## src/rtl/ls_word_serializer.sv

```systemverilog
// -----------------------------------------------------------------------------
// ls_word_serializer
//
// Parallel-in, serial-out word transmitter. A WIDTH-bit word is captured from a
// register-style parallel bus on a load request and shifted out one bit per
// clock. A 165-style clock inhibit freezes shifting, and a serial fill bit is
// shifted into the vacated end. busy/done let downstream logic frame the word.
//
// Build option:
//   LS_SERIALIZER_LSB_FIRST_EN  - when defined, the word leaves LSB first
//                                 (shift right, q taken from bit 0). When
//                                 undefined, the word leaves MSB first.
//
// Parameters:
//   WIDTH    word length in bits, 2..16
//
// Ports:
//   clk      in   1      rising-edge clock
//   clr      in   1      asynchronous active-high clear, dominant over all
//   d        in   WIDTH  parallel word to transmit
//   load     in   1      synchronous load request
//   clk_inh  in   1      clock inhibit; freezes shifting while high
//   ser      in   1      serial fill bit shifted into the vacated end
//   q        out  1      serial data out (combinational from the shift register)
//   q_       out  1      complement of q
//   busy     out  1      high while a word is being shifted
//   done     out  1      one-cycle pulse after the last bit is shifted out
// -----------------------------------------------------------------------------
module ls_word_serializer #(
  parameter int WIDTH = 4
) (
  input  logic             clk,
  input  logic             clr,
  input  logic [WIDTH-1:0] d,
  input  logic             load,
  input  logic             clk_inh,
  input  logic             ser,
  output logic             q,
  output logic             q_,
  output logic             busy,
  output logic             done
);

  localparam int               CNT_W    = $clog2(WIDTH);
  localparam logic [CNT_W-1:0] CNT_LAST = CNT_W'(WIDTH - 1);
  localparam logic [CNT_W-1:0] CNT_ONE  = CNT_W'(1);

  typedef enum logic {
    IDLE  = 1'b0,
    SHIFT = 1'b1
  } state_t;

  state_t           state_q, state_d;
  logic [WIDTH-1:0] shreg_q, shreg_d;
  logic [CNT_W-1:0] cnt_q,   cnt_d;
  logic             done_q,  done_d;

  // One shift step with the fill bit entering the vacated end.
  function automatic logic [WIDTH-1:0] shift_step(input logic [WIDTH-1:0] cur,
                                                  input logic             fill);
`ifdef LS_SERIALIZER_LSB_FIRST_EN
    return {fill, cur[WIDTH-1:1]};
`else
    return {cur[WIDTH-2:0], fill};
`endif
  endfunction

  // ---------------------------------------------------------------------------
  // State register. clr clears everything immediately, so an aborted word
  // never produces a done pulse.
  // ---------------------------------------------------------------------------
  always_ff @(posedge clk or posedge clr) begin
    if (clr) begin
      state_q <= IDLE;
      shreg_q <= '0;
      cnt_q   <= '0;
      done_q  <= 1'b0;
    end else begin
      state_q <= state_d;
      shreg_q <= shreg_d;
      cnt_q   <= cnt_d;
      done_q  <= done_d;
    end
  end

  // ---------------------------------------------------------------------------
  // Next-state logic. done_d defaults low so done is a single-cycle pulse that
  // is only raised on the edge that shifts out the final bit.
  // ---------------------------------------------------------------------------
  always_comb begin
    state_d = state_q;
    shreg_d = shreg_q;
    cnt_d   = cnt_q;
    done_d  = 1'b0;

    case (state_q)
      IDLE: begin
        // ser and clk_inh have no effect while idle; shreg keeps the fill
        // history of the last frame so idle q stays deterministic.
        if (load) begin
          shreg_d = d;
          cnt_d   = CNT_LAST;
          state_d = SHIFT;
        end
      end

      SHIFT: begin
        if (load) begin
          // Restart wins over inhibit and over the final-bit edge.
          shreg_d = d;
          cnt_d   = CNT_LAST;
        end else if (!clk_inh) begin
          shreg_d = shift_step(shreg_q, ser);
          if (cnt_q != '0) begin
            cnt_d = cnt_q - CNT_ONE;
          end else begin
            state_d = IDLE;
            done_d  = 1'b1;
          end
        end
      end

      default: begin
        state_d = IDLE;
      end
    endcase
  end

  // Outputs: q is the bit currently at the outgoing end of the register.
`ifdef LS_SERIALIZER_LSB_FIRST_EN
  assign q = shreg_q[0];
`else
  assign q = shreg_q[WIDTH-1];
`endif
  assign q_   = ~q;
  assign busy = (state_q == SHIFT);
  assign done = done_q;

endmodule

```

## config.mk

```make
export PLATFORM = sky130hd
export DESIGN_NAME = ls_word_serializer
export DESIGN_NICKNAME = d
export VERILOG_FILES = /design/src/rtl/ls_word_serializer.sv
export SDC_FILE = /design/constraint.sdc
export NUM_CORES = 1
export LEC_CHECK = 0
export CAP_MARGIN = 15
export CORE_AREA = 2 2 39 41
export DETAILED_ROUTE_END_ITERATION = 8
export DIE_AREA = 0 0 41 43
export GPL_TIMING_DRIVEN = 0
export HOLD_SLACK_MARGIN = 0.02
export PLACE_DENSITY = 0.61
export SLEW_MARGIN = 20
export SYNTH_ARGS = -nofsm -noshare
export SYNTH_HDL_FRONTEND = slang
export SYNTH_SLANG_ARGS = --single-unit
```

## constraint.sdc

```tcl
create_clock -name clk -period 1.52 [get_ports clk]
set_clock_uncertainty 0.1 [all_clocks]
set_input_delay 0.38 -clock clk [delete_from_list [all_inputs] [get_ports clk]]
set_output_delay 0.38 -clock clk [all_outputs]
set_load 0.02 [all_outputs]
```

## Word level (Yosys, flattened, before mapping)

Index checks and enable logic that the tools add are counted.

| storage, ports and cells | value |
|---|---|
| word-level logic and storage cells | 31 |
| memory bits (read-only) | 0 |
| bits of input ports | 9 |
| memory bits (writable) | 0 |
| register bits after elaboration | 8 |
| memories kept | 0 |
| output and inout port bits | 4 |
| bits in latches | 0 |

| operators by class | value |
|---|---|
| shift-type cells | 0 |
| eq/ne operators | 3 |
| multipliers | 0 |
| add/subtract/negate cells | 1 |
| multiplexer cells | 18 |
| bitwise operators | 2 |
| $lt $le $gt $ge | 0 |
| divide/modulo/power cells | 0 |
| reductions and logical operators | 3 |

Operator list:

| kind | count |
|---|---|
| $mux W4 | 3 |
| $mux W1 | 8 |
| $mux W2 | 4 |
| $pmux W4 S2 | 1 |
| $pmux W2 S2 | 1 |
| $ne A3 B2 Y1 const B | 1 |
| $ne A3 B3 Y1 const B | 1 |
| $reduce_and A3 Y1 | 1 |
| $ne A2 B2 Y1 const B | 1 |
| $not A1 Y1 | 2 |
| $pmux W1 S2 | 1 |
| $reduce_and A2 Y1 | 1 |
| $reduce_bool A2 Y1 | 1 |
| $sub A2 B1 Y2 const B | 1 |

## Depth between registers and ports, before layout

Gate-level depths: netlist of run 1.

| depth | value |
|---|---|
| word-level depth | 5 |
| gate-level depth with buffers | 4 |
| mapped depth without buffers | 4 |

## Worst setup path before layout of run 1

Ideal clock, no wire load.

| timing | value |
|---|---|
| path kind | reg2reg |
| start point | register cnt_q[0] |
| end point | register cnt_q[0] |
| slack | 354 ps |
| data required time | 1341 ps |
| library setup time | 79 ps |
| arrival | 987 ps |
| clock period less this slack | 1166 ps |
| cell stages (with the launch flop) | 5 |
| path buffers | 0 |
| cells stage by stage | dfrtp_1 -> inv_1 -> ha_1 -> nor3b_4 -> mux2i_1 |

| on the way | value |
|---|---|
| cells in the longest elaborated chain, start to end | 5 |
| elaborated cells between the ends (all ways) | 8 |
| those cells by class | 1 x add/sub; 1 x eq/ne; 4 x mux; 2 x reduce/logical |

Ends and longest elaborated chain:

| element | line | text |
|---|---|---|
| from (decl) | 55 | `logic [CNT_W-1:0] cnt_q, cnt_d;` |
| from (signal assigned) | 81 | `cnt_q <= cnt_d;` |
| $sub A2 B1 Y2 | 115 | `cnt_d = cnt_q - CNT_ONE;` |
| $mux W2 | 114 | `if (cnt_q != '0) begin` |
| $mux W2 | 112 | `end else if (!clk_inh) begin` |
| $mux W2 | 108 | `if (load) begin` |
| $pmux W2 S2 | 96 | `case (state_q)` |

Parallel ways exist; a longest one is shown, timed or not. The select of a mux whose other input is x is not followed.
A chain may end at the register's enable or synchronous reset.

## Worst setup path after layout of run 1

| timing | value |
|---|---|
| start point | register shreg_q[3] |
| end point | output port q |

RTL lines:

| element | line | text |
|---|---|---|
| from (decl) | 54 | `logic [WIDTH-1:0] shreg_q, shreg_d;` |
| from (signal assigned) | 80 | `shreg_q <= shreg_d;` |
| to (decl) | 38 | `output logic q,` |

No word-level cell between the ends.

==> results of run 1 <==
## timing repair
| action | 4_1_cts | 5_1_grt |
|---|---|---|
| gates cloned | 0 | 0 |
| hold buffers | 0 | 0 |
| pin swaps | 0 | 0 |
| resized for setup | 7 | 2 |
| setup endpoints to repair | 4 | 2 |
## synth_stat cells
library cell / count / area share, %
o311ai_2: 1 / 3.7
mux2i_1: 2 / 4.5
nor2b_2: 1 / 2.0
inv_1: 4 / 3.4
nand4bb_1: 4 / 10
nand2_1: 4 / 3.4
dfrtp_1: 8 / 45
nand2b_1: 4 / 5.7
nor3b_1: 1 / 1.7
o211ai_1: 3 / 5.1
nor2b_1: 2 / 2.8
nor3b_4: 1 / 4.2
a21o_1: 1 / 1.7
ha_1: 1 / 2.8
buf_4: 1 / 1.7
nor2_1: 2 / 1.7
## logic make-up (layout without fill, tap and decap cells)
kind of cell,Yosys count,count (layout),synth area share (%)
AND/OR/NAND/NOR,19,19,31.7
flip-flops,8,8,45.3
AO/OA/AOI/OAI,5,5,10.5
buffers and inverters,5,20,5.10
multiplexers,2,2,4.53
adder cells (fa/ha/maj),1,1,2.83
## power breakdown
part           total, mW  internal (mW)  switching, mW
Clock              0.156         0.0900         0.0663
Sequential         0.241          0.231        0.00998
Combinational      0.102         0.0553         0.0472
Total              0.500          0.376          0.124
## final timing paths
check | slack [ns] | from | depth (start not counted) | to
max in group asynchronous | 0.80 | clr | 2 | busy
worst max register to register | 0.28 | cnt_q[0] | 4 | cnt_q[0]
worst min register to register | 0.44 | cnt_q[1] | 2 | cnt_q[1]
worst max-delay path | 0.10 | shreg_q[3] | 1 | q
min in group clk | 0.44 | cnt_q[1] | 2 | cnt_q[1]
worst min-delay path | 0.27 | clr | 2 | cnt_q[1]
## routing by layer
layer | routed length, µm | vias up
met4 | 9 | 0
met1 | 416 | 160
met2 | 348 | 10
met3 | 60 | 2
li1 | - | 169
met5 | 0 | -
## sequential cells by signal (all words and copies together) (netlist names)
register and flops:
busy 1, done 1, cnt_q 2, shreg_q 4
## area by class of cell
| cell class | count | area [µm²] | area share, % |
|---|---|---|---|
| Buffer | 1 | 7.51 | 1.27 |
| Inverter | 4 | 15.0 | 2.53 |
| Tap cell | 16 | 20.0 | 3.38 |
| Sequential cell | 8 | 201 | 34.0 |
| Clock buffer | 3 | 22.5 | 3.80 |
| Multi-Input combinational cell | 27 | 219 | 36.9 |
| Timing Repair Buffer | 12 | 108 | 18.1 |
==> results_dict.tcl, run 1 <==
set metrics [dict create \
    grt_use_met1_pct 19.9 \
    grt_use_met3_pct 3.14 \
    cp_max_fo 2 \
    critPathBufInv 1 \
    clockBufferDepth 2 \
    grt_max_degree 11 \
    post-route-period-util_pct 93.4 \
    power_uw 500 \
    tightestPinTransition_ns 0.297 \
    dieArea_mm2 0.00176 \
    met2_usage_pct 15.3 \
    cts_buffers 3 \
    portBuffers 12 \
    drt_iter0_markers 2 \
    grt_usage_pct 12.8 \
    layout_commonest_cell "clkdlybuf4s50_1" \
    maxCapViolations 0 \
    totalWireLength_um 835 \
    io_pins 13 \
    worstPathRequired_ns 1.04 \
    hold_slack_ns 0.273 \
    cp_top_family "flip-flops" \
    slew_viol_final 0 \
    finalNonFillerCells 71 \
    synth_cell_types 16 \
    grt_pass1_wl_mm 1.50 \
    firstDrtPassIters 2 \
    max_stage_delay_ns 0.37 \
    die_h_um 43 \
    hp-class "input port to asynchronous set/reset pin" \
    dp_cells 68 \
    worst_slack_ns 0.100 \
    final_nets 67 \
    vias 341 \
    busiest_layer "met1" \
    cpMaxStageDelayCell "dfrtp_1" \
    synth_warnings 0 \
    fin_area_um2 593 \
    cts_tree "yes" \
    fin_util_pct 42.9 \
    antenna_left 0 \
    syn_inst 40 \
    arrival_ns 0.94 \
    peakVddDrop_uv 370 \
    overflow 0 \
    cts_sinks 8 \
    critPathKind "register to output pin" \
    avgSynthCellArea_um2 11.0 \
    clkTransAtPathRegs_ns 0.05 \
    drive_gt1_share_pct 18.2 \
    syn2layout_area_growth_pct 34.3 \
    drc 0 \
    rsz0062_at_grt "false" \
    fmax_mhz 704 \
    clkLatencyLatePin_ns 0.25 \
    final_cell_mix "clkdlybuf4s50_1, dfrtp_1" \
    htreeDepth 1 \
    grt_pass1_vias 353 \
    wl_per_cell_um 11.8 \
    start_util_pct 31.9 \
    power_density_mw_per_mm2 843 \
    syn-num-nets 50 \
    post-dp-hpwl_um 591 \
    dp_slack_ns -0.102 \
    finalHoldViolations 0 \
    fillers 141 \
    final.min_clock_period_ns 1.42 \
    diodes 0 \
    via_per_inst 4.80 \
    grt_antenna_before_repair 0 \
    crit_chain "dlygate4sd2_1" \
    status "complete, no violations" \
    die_width_um 41 \
    maxSlewHeadroom_pct 80.2 \
    setup_viol 0 \
    placed_area_um2 582 \
    core-area_mm2 0.00138 \
    leakagePower_nw 0.264 \
    row_count 14 \
    clockRootBuffer "clkbuf_4" \
    startpoint_type "register" \
    final.setup.tns_ns 0 \
    syn_area_um2 442 \
    synth_seq_cells 8 \
    crit_path_end_kind "output pin" \
    cts_setup_buffers 0 \
    gp_congestion 0.688 \
    ys_seq_area_share_pct 45.3 \
]
(Power assumes the default switching activity.)
==> run 2, diff against run 1 <==
Settings changed: CTS_CLUSTER_DIAMETER set to 60, SETUP_SLACK_MARGIN set to 0.2.
==> run 2 against run 1 <==
Cell count increased by 2.8%. Clock-buffer cell count unchanged. Worst hold slack about the same. Highest routed layer unchanged. Critical path depth increased by 1. Register-to-register slack improved by 0.02 ns. Via count increased by 0.59%. Power increased by 1.8%. Sequential share of layout area decreased by 0.77 points. First-iteration DRC count increased by 50%.
==> results_dict.tcl, run 2 (same netlist as run 1, synthesis figures left out) <==
set metrics [dict create \
    finalHoldViolations 0 \
    grt_pass1_vias 358 \
    firstDrtPassIters 2 \
    clockBufferDepth 2 \
    io_pins 13 \
    grt_usage_pct 13.0 \
    maxSlewHeadroom_pct 80.1 \
    finalNonFillerCells 73 \
    r2r_slack_ns 0.30 \
    wl_per_cell_um 11.7 \
    cts_buffers 3 \
    hp-class "input port to asynchronous set/reset pin" \
    antenna_left 0 \
    reg2reg_from "cnt_q[0]" \
    fmax_mhz 776 \
    busiest_layer "met1" \
    reg2reg_to "cnt_q[0]" \
    gp_congestion 0.688 \
    tightestPinTransition_ns 0.298 \
    worst_slack_ns 0.232 \
    diodes 0 \
    syn2layout_area_growth_pct 37.4 \
    vias 343 \
    post-route-period-util_pct 84.8 \
    grt_max_degree 11 \
    setup_viol 0 \
    fin_util_pct 43.9 \
    crit_path_end_kind "output pin" \
    grt_pass1_wl_mm 1.52 \
    largest_register_ffs 4 \
    post-dp-hpwl_um 591 \
    overflow 0 \
    grt_antenna_before_repair 0 \
    totalWireLength_um 857 \
    core-area_mm2 0.00138 \
    status "complete, no violations" \
    die_width_um 41 \
    grt_use_met3_pct 3.14 \
    cts_sinks 8 \
    dp_cells 68 \
    worstPathRequired_ns 1.04 \
    clkLatencyLatePin_ns 0.25 \
    via_per_inst 4.70 \
    placed_area_um2 582 \
    final_nets 69 \
    rsz0062_at_grt "true" \
    slew_viol_final 0 \
    dieArea_mm2 0.00176 \
    reg2reg_depth 4 \
    startpoint_type "register" \
    power_uw 509 \
    die_h_um 43 \
    final.min_clock_period_ns 1.29 \
    drc 0 \
    layout_commonest_cell "dfrtp_1" \
    critPathKind "register to output pin" \
    grt_use_met1_pct 20.5 \
    drive_gt1_share_pct 28.1 \
    row_count 14 \
    peakVddDrop_uv 387 \
    reg.largest.list "shreg_q (4), cnt_q (2)" \
    power_density_mw_per_mm2 838 \
    cts_hold_buf 0 \
    clkTransAtPathRegs_ns 0.05 \
    cts_tree "yes" \
    regMostFlops "shreg_q" \
    cp_max_fo 2 \
    final_cell_mix "dfrtp_1, clkdlybuf4s50_1, nand2b_1, nand4bb_1, nand2_1" \
    arrival_ns 0.81 \
    start_util_pct 31.9 \
    fin_area_um2 607 \
    maxCapViolations 0 \
    portBuffers 12 \
    dp_slack_ns -0.102 \
    clockRootBuffer "clkbuf_4" \
    htreeDepth 1 \
    leakagePower_nw 0.268 \
    met2_usage_pct 15.3 \
    drt_iter0_markers 3 \
]
## run 2: cell count changes in the layout (fill, tap and decap cells not counted), sizes merged
cell / previous run / this run
clkbuf: 5 / 3
clkdlybuf4s50: 8 / 6
buf: 1 / 7
## run 2: worst max-delay path: stages, from the launching register on
cell	delay (ns)
dfrtp_1	0.39
inv_2	0.07
buf_6	0.11
## run 2: per-stage QoR
step | setup TNS, ns | hold WS [ns]
final | 0 | 0.273
after CTS | 0 | 0.280
after global routing | 0 | 0.296
after floorplan | 0 | 0.0957
after detailed placement | -0.629 | 0.437
after global placement | -0.744 | 0.430
## run 2: area by class of cell
type,instances,area [µm²]
sequential,8,201
multi-input combinational,27,221
clock buffer,3,22.5
timing repair buffer,14,119
inverter,4,15.0
fill,137,777
buffer,1,7.51
tap,16,20.0
## run 2: worst max-delay path by stage
stage	startpoint	slack, ns	cells past startpoint	endpoint
finish	shreg_q[3]	0.23	2	q_
global route	shreg_q[3]	0.19	2	q_
CTS	shreg_q[3]	0.19	2	q_
detailed placement	clk_inh	-0.10	3	cnt_q[0]
global placement	load	-0.11	3	shreg_q[3]
floorplan	cnt_q[0]	0.35	4	cnt_q[0]
## run 2: metal layers
metal | wire [µm] | vias up
met4 | 17 | 0
li1 | - | 173
met1 | 438 | 154
met5 | 0 | -
met3 | 61 | 4
met2 | 340 | 12
## run 2: where the power goes
part,leakage [nW],switching [mW],total (mW),internal (mW)
Sequential,0.0908,0.00971,0.241,0.231
Combinational,0.164,0.0500,0.111,0.0605
Clock,0.0138,0.0672,0.157,0.0900
## run 2: repair_timing
action	CTS	global route
endpoints found under the setup margin	9	2
pin swaps	0	1
buffers inserted	1	1
gates resized for setup	21	2
==> run 3, diff against run 2 <==
Settings changed: PLACE_DENSITY 0.61 to 0.63.
Clock period 1.52 ns to 1.1 ns, I/O delays scaled along.
==> run 3 against run 2 <==
The run now ends with negative setup slack left. Combinational power up 77%. First-iteration DRC count unchanged. Critical endpoint is now q. Largest power group unchanged. Die area is the same.
==> results_dict.tcl, run 3 (same netlist as run 1, synthesis figures left out) <==
set metrics [dict create \
    core-area_mm2 0.00138 \
    clockBufferDepth 2 \
    via_per_inst 4.81 \
    post-dp-hpwl_um 632 \
    wl_per_cell_um 13.8 \
    placed_area_um2 604 \
    leakagePower_nw 0.318 \
    clkTransAtPathRegs_ns 0.06 \
    power_density_mw_per_mm2 1100 \
    status "complete, but fails checks" \
    reg.largest.list "shreg_q (4), cnt_q (2)" \
    fin_area_um2 709 \
    p_switching_uw 220 \
    multi_input_area_um2 249 \
    diodes 0 \
    critPathKind "register to output pin" \
    io_pins 13 \
    layout_commonest_cell "buf_4" \
    violations "negative setup slack" \
    firstDrtPassIters 2 \
    power_frac_seq_pct 43.3 \
    start_util_pct 31.9 \
    finalNonFillerCells 79 \
    finalHoldViolations 0 \
    reg2reg_from "cnt_q[1]" \
    reg2reg_depth 4 \
    cts_sinks 8 \
    die_h_um 43 \
    fillers 130 \
    peakVddDrop_uv 582 \
    gp_congestion 0.635 \
    startpoint_type "register" \
    final.setup.tns_ns -0.666 \
    critPathBufInv 1 \
    cts_tree "yes" \
    syn2layout_area_growth_pct 60.6 \
    slew_viol_final 0 \
    crit_chain "buf_4" \
    p_int_uw 558 \
    crit_path_end_kind "output pin" \
    dp_cells 68 \
    r2r_slack_ns -0.08 \
    drt_iter0_markers 3 \
    cp_top_family "flip-flops" \
    comb_power_share_pct 25.1 \
    die_width_um 41 \
    row_count 14 \
    dp_slack_ns -0.444 \
    clkLatencyLatePin_ns 0.27 \
    drc 0 \
    arrival_ns 0.85 \
    grt_antenna_before_repair 0 \
    drive_gt1_share_pct 42.9 \
    regMostFlops "shreg_q" \
    grt_pass1_wl_mm 1.64 \
    totalWireLength_mm 1.09 \
    htreeDepth 1 \
    cpMaxStageDelayCell "dfrtp_2" \
    maxSlewHeadroom_pct 77.9 \
    worst_slack_ns -0.124 \
    grt_max_degree 11 \
    register_area_um2 203 \
    vias 380 \
    setup_viol 9 \
    reg2reg_to "cnt_q[0]" \
    overflow 0 \
    grt_usage_pct 14.9 \
    p_clk_share_pct 31.5 \
    antenna_left 0 \
    rsz0062_at_grt "true" \
    max_stage_delay_ns 0.42 \
    worstPathRequired_ns 0.72 \
    final_cell_mix "buf_4, dfrtp_1, clkdlybuf4s50_1, buf_6" \
    final.min_clock_period_ns 1.22 \
    hp-class "input port to asynchronous set/reset pin" \
    largest_register_ffs 4 \
    grt_pass1_vias 390 \
    cts_hold_buf 0 \
    switching_share_pct 28.3 \
    critPathLaunch "shreg_q[3]" \
    hold_slack_ns 0.146 \
    cts_buffers 3 \
    clockRootBuffer "clkbuf_4" \
    tightestPinTransition_ns 0.331 \
    dieArea_mm2 0.00176 \
    cp_max_fo 2 \
    portBuffers 12 \
    fmax_mhz 817 \
    final_nets 75 \
    maxCapViolations 0 \
    post-route-period-util_pct 111 \
]
## run 3: changes by cell type in the layout (fill, tap and decap cells not counted), moves of 2 or more
cell,change
buf_6,+5
buf_2,-3
buf_4,+4
inv_1,-2
## run 3: routing by layer
layer	vias to the layer above	global-route usage (%)	wire (µm)
met4	0	12.0	36
met5	-	0	0
met1	178	15.1	427
met3	5	4.71	65
li1	186	-	-
met2	11	23.4	558
## run 3: timing repair
action,CTS,global route
setup endpoints to repair,12,12
resized for setup,29,1
buffers inserted,5,3
pin swaps,6,3
## run 3: cell type report
| cell class | instances | area share (%) |
|---|---|---|
| multi-input cells | 27 | 35.1 |
| flip-flops and latches | 8 | 28.6 |
| repair buffers | 20 | 26.8 |
| clock buffers | 3 | 3.17 |
| well taps | 16 | 2.82 |
| inverters | 4 | 2.47 |
| plain buffers | 1 | 1.06 |
## run 3: through the flow
| stage | util [%] | total power, mW |
|---|---|---|
| 2_1_floorplan | - | 0.435 |
| 3_3_place_gp | 43.7 | 0.502 |
| 3_5_place_dp | 43.7 | 0.505 |
| 4_1_cts | 49.5 | 0.754 |
| 5_1_grt | 51.3 | 0.815 |
| 6_report | 51.3 | 0.778 |
## run 3: worst max-delay path by stage
stage / end / cells after the start
6_report: q / 1
5_1_grt: cnt_q[1] / 4
4_1_cts: q_ / 2
3_5_place_dp: shreg_q[3] / 3
3_3_place_gp: cnt_q[0] / 3
2_1_floorplan: cnt_q[0] / 4
## run 3: power by group through the flow
stage | Combinational (mW) | Sequential (mW) | Clock, mW
global placement | 0.160 | 0.341 | 0
floorplan | 0.0886 | 0.347 | 0
global route | 0.211 | 0.339 | 0.264
detailed placement | 0.162 | 0.342 | 0
finish | 0.196 | 0.337 | 0.245
CTS | 0.181 | 0.335 | 0.237
